$ cat config.mk
export PLATFORM = sky130hd
export DESIGN_NAME = fifo_ctrl
export DESIGN_NICKNAME = d
export VERILOG_FILES = /design/src/rtl/fifo_ctrl.sv
export SDC_FILE = /design/constraint.sdc
export NUM_CORES = 1
export LEC_CHECK = 0
export CAP_MARGIN = 40
export CORE_MARGIN = 2
export CORE_UTILIZATION = 30
export DETAILED_ROUTE_END_ITERATION = 6
export DONT_BUFFER_PORTS = 1
export PLACE_DENSITY = 0.44
export SETUP_SLACK_MARGIN = 0.1
export SLEW_MARGIN = 15
export SYNTH_ARGS = -nofsm -noshare
export SYNTH_HDL_FRONTEND = slang
export SYNTH_SLANG_ARGS = --single-unit
$ cat constraint.sdc
create_clock -name clk -period 4.9 [get_ports clk]
set_input_delay 0.98 -clock clk [delete_from_list [all_inputs] [get_ports clk]]
set_output_delay 0.98 -clock clk [all_outputs]
set_load 0.01 [all_outputs]
$ cat src/rtl/fifo_ctrl.sv
// rtl/fifo_ctrl.sv - FIFO pointer/flag controller driving a show-ahead storage RAM
// Optional almost-full/almost-empty thresholds under macro FIFO_CTRL_ALMOST_FLAGS_EN.
module fifo_ctrl #(
  parameter int DEPTH     = 8,
  parameter int AF_MARGIN = 2,
  parameter int AE_MARGIN = 2
) (
  input  logic             clk,
  input  logic             rst,
  input  logic             push,
  input  logic             pop,
  output logic             wr_ena,
  output logic             valid_write,
  output logic [DEPTH-1:0] wr_adb,
  output logic             rd_ena,
  output logic [DEPTH-1:0] rd_adb,
  output logic             full,
  output logic             empty,
  output logic [DEPTH:0]   count,
  output logic             overflow,
  output logic             underflow,
  output logic             almost_full,
  output logic             almost_empty
);

  localparam logic [DEPTH:0] CAP = (DEPTH+1)'(1) << DEPTH;

  logic [DEPTH-1:0] wr_ptr;
  logic [DEPTH-1:0] rd_ptr;
  logic             push_ok;
  logic             pop_ok;

  assign full    = (count == CAP);
  assign empty   = (count == '0);
  assign push_ok = push & ~full;
  assign pop_ok  = pop & ~empty;

  // Reset must never qualify a RAM write, even with push high.
  assign valid_write = push_ok & ~rst;
  assign wr_ena      = ~valid_write;
  assign wr_adb      = wr_ptr;

  assign rd_ena = empty;
  assign rd_adb = rd_ptr;

  always_ff @(posedge clk) begin
    if (rst) begin
      wr_ptr    <= '0;
      rd_ptr    <= '0;
      count     <= '0;
      overflow  <= 1'b0;
      underflow <= 1'b0;
    end else begin
      if (push_ok) wr_ptr <= wr_ptr + DEPTH'(1);
      if (pop_ok)  rd_ptr <= rd_ptr + DEPTH'(1);
      case ({push_ok, pop_ok})
        2'b10:   count <= count + (DEPTH+1)'(1);
        2'b01:   count <= count - (DEPTH+1)'(1);
        default: count <= count;
      endcase
      if (push & full) overflow  <= 1'b1;
      if (pop & empty) underflow <= 1'b1;
    end
  end

`ifdef FIFO_CTRL_ALMOST_FLAGS_EN
  localparam logic [DEPTH:0] AF_LEVEL = (DEPTH+1)'(2**DEPTH - AF_MARGIN);
  localparam logic [DEPTH:0] AE_LEVEL = (DEPTH+1)'(AE_MARGIN);

  assign almost_full  = (count >= AF_LEVEL);
  assign almost_empty = (count <= AE_LEVEL);
`else
  assign almost_full  = 1'b0;
  assign almost_empty = 1'b0;
`endif

endmodule

==> impl_metrics.env <==
export IMPL_path_clk_slew_ns=0.11
export IMPL_r2r_cells=11
export IMPL_critPathTopFamily="compound AO/OA/AOI/OAI gates"
export IMPL_fp_dieH_um=74.2
export IMPL_end_kind="flop"
export IMPL_hold_viol=0
export IMPL_post_route_min_period_ns=3.58
export IMPL_skew_ns=0.00656
export IMPL_vias=1103
export IMPL_slowest_stage="or4_4"
export IMPL_grt_setup_unrepaired="no"
export IMPL_p_leak_nw=0.656
export IMPL_cts_tree="yes"
export IMPL_grt_pass1_vias=1042
export IMPL_grt_first_pass_wirelength_um=4970
export IMPL_crit_type="reg -> reg"
export IMPL_yosysWarnings=0
export IMPL_wirelength_um=3030
export IMPL_grt_max_degree=35
export IMPL_syn2layout_area_growth_pct=5.34
export IMPL_finalCritPeriodShare_pct=73.1
export IMPL_path_cells="or4_4 -> o31a_1 -> inv_2 -> ha_1 -> inv_1 -> fa_1 -> nand2b_1 -> a21oi_1 -> a21o_1 -> mux2i_1 -> mux2_2"
export IMPL_status="finished, final reports clean"
export IMPL_drv_cap=0
export IMPL_synth_area_um2=1480
export IMPL_dieArea_um2=5500
export IMPL_cts_sinks=27
export IMPL_cpPeakStageDelay_ns=0.57
export IMPL_async_flop_share_pct=0
export IMPL_drtAntennaViolNets=0
export IMPL_root_buffer="clkbuf_8"
export IMPL_synth_most_common_cell="nor2_1"
export IMPL_numCtsBuffers=3
export IMPL_worst_pin_slew_ns=0.592
export IMPL_clk_path_buf_depth=2
export IMPL_cts_max_level=1
export IMPL_max_slew_margin_pct=60.5
export IMPL_synth_cell_type_count=39
export IMPL_synth_seq_cells=27
export IMPL_dp_hpwl_um=2170
export IMPL_path_depth=11
export IMPL_worst_path_buf_inv=2
export IMPL_clk_latency_ns=0.28
export IMPL_dominantRegCellSynth="dfxtp_1"
export IMPL_yosys_top_cells_count="nor2_1, dfxtp_1, xor2_1"
export IMPL_drcViolationCount=0
export IMPL_final_area_um2=1560
export IMPL_synth_cells=170
export IMPL_finalSetupViolCount=0
export IMPL_grt_overflow_total=0
export IMPL_avgRoutedWirePerCell_um=13.0
export IMPL_crit_path_start_kind="flop"
export IMPL_drive_gt1_share_pct=6.06
export IMPL_yosysTopAreaCell="dfxtp_1"
export IMPL_synth_avg_cell_area_um2=8.68
export IMPL_gp_congestion=0.720
export IMPL_pwr_density_cell_nw_per_um2=553
export IMPL_max_freq_ghz=0.279
export IMPL_layout_nets=181
export IMPL_antenna_found_initial=0
export IMPL_crit_path_max_fanout=10
export IMPL_ioPinCount=38
export IMPL_chipWidth_um=74.2
export IMPL_hp_class="reg -> reg"
export IMPL_gr_usage_all_layers_pct=11.6
export IMPL_maxSlewViolCount=0
export IMPL_synth_area_top_cells="dfxtp_1, ha_1, xor2_1"
export IMPL_rows=25
export IMPL_vdd_drop_max_mv=0.184
export IMPL_cts_hold_buf=0
export IMPL_via_per_inst=4.75
export IMPL_worstPathArrival_ns=3.76
export IMPL_hold_depth=2
export IMPL_dr_pass1_iters=4
export IMPL_coreArea_um2=4720
export IMPL_synth_edff_count=0
export IMPL_post_dp_cell_area_um2=1510
export IMPL_drt_iter0_markers=80
export IMPL_synth_top_area_share_pct=36.6
export IMPL_postCtsSetupBuffers=0
export IMPL_cts_repair_resized=0
export IMPL_numPortBuffers=0
export IMPL_antenna_cells=0
export IMPL_ys_seq_area_share_pct=36.6
export IMPL_required_ns=5.08
export IMPL_initial_core_util_pct=31.3
export IMPL_setup_tns_final_ns=0
export IMPL_p_total_w=0.000861
[cell type report]
class                   instances  area (µm²)
fillers                       501        3170
inverters                       6        22.5
multi-input cells             128         860
clock buffers                   3        41.3
clock inverters                 1        7.51
flip-flops and latches         27         541
well taps                      67        83.8
[routing by layer]
metal,GRT usage [%],vias to the layer above,share of wire [%]
met1,15.8,504,50
met4,3.64,0,0.73
met3,3.93,2,6.7
li1,-,569,-
met2,17.5,28,42
met5,0,-,0
[per-stage QoR]
| step | std cells | worst slack, ns | utilization (%) | hold WS [ns] |
|---|---|---|---|---|
| after detailed placement | 228 | 1.31 | 31.9 | 0.528 |
| after CTS | 232 | 1.28 | 32.9 | 0.552 |
| after global placement | 228 | 1.37 | 31.9 | 0.518 |
| final | 232 | 1.32 | 32.9 | 0.548 |
| after floorplan | 171 | 1.63 | - | 0.502 |
| after global routing | 232 | 1.04 | 32.9 | 0.584 |
[kinds of logic after synthesis]
| kind of cell | synth area share [%] |
|---|---|
| AOI/OAI and AO/OA | 10.8 |
| xor gates and xnor gates | 10.7 |
| other | 0.254 |
| buffers and inverters | 5.42 |
| adders and majority gates | 9.83 |
| DFF | 36.6 |
| and+or+nand+nor | 22.3 |
| muxes | 4.15 |
[report_power, final]
| part | switching [W] | internal (W) | leakage, nW | total, W |
|---|---|---|---|---|
| logic | 0.000229 | 0.000163 | 0.414 | 0.000392 |
| registers | 0.0000715 | 0.000261 | 0.219 | 0.000332 |
| clock network | 0.0000786 | 0.0000578 | 0.0217 | 0.000136 |
[placed cells by master (no fill, tap or decap), drive strengths merged, types with 2 or more instances in the layout]
cell    count
nor3        2
nand4       7
a21o        4
or4         2
a21oi      10
nand2      11
conb        2
ha         10
nand2b      2
and3        4
and4        2
nor2       31
mux2i       5
xor2       14
clkbuf      3
dfxtp      27
o31a        3
xnor2       4
inv         6
o21ai       3
[worst paths after layout]
kind	startpoint	endpoint	slack, ns
setup / recovery	count[4]	count[8]	1.32
hold / removal	overflow	overflow	0.55
setup reg to reg	count[4]	count[8]	1.32
hold reg to reg	overflow	overflow	0.55
[flip-flops by register name, indices dropped and copies added (netlist names)]
signal     flops
underflow      1
overflow       1
count          9
rd_adb         8
wr_adb         8
[worst reg2reg max path: stages (launching register included)]
cell and delay [ns]:
dfxtp_1 0.39, or4_4 0.57, o31a_1 0.42, inv_2 0.10, ha_1 0.37, inv_1 0.12, fa_1 0.41, nand2b_1 0.16
a21oi_1 0.24, a21o_1 0.17, mux2i_1 0.19, mux2_2 0.34
(Power assumes the default switching activity.)
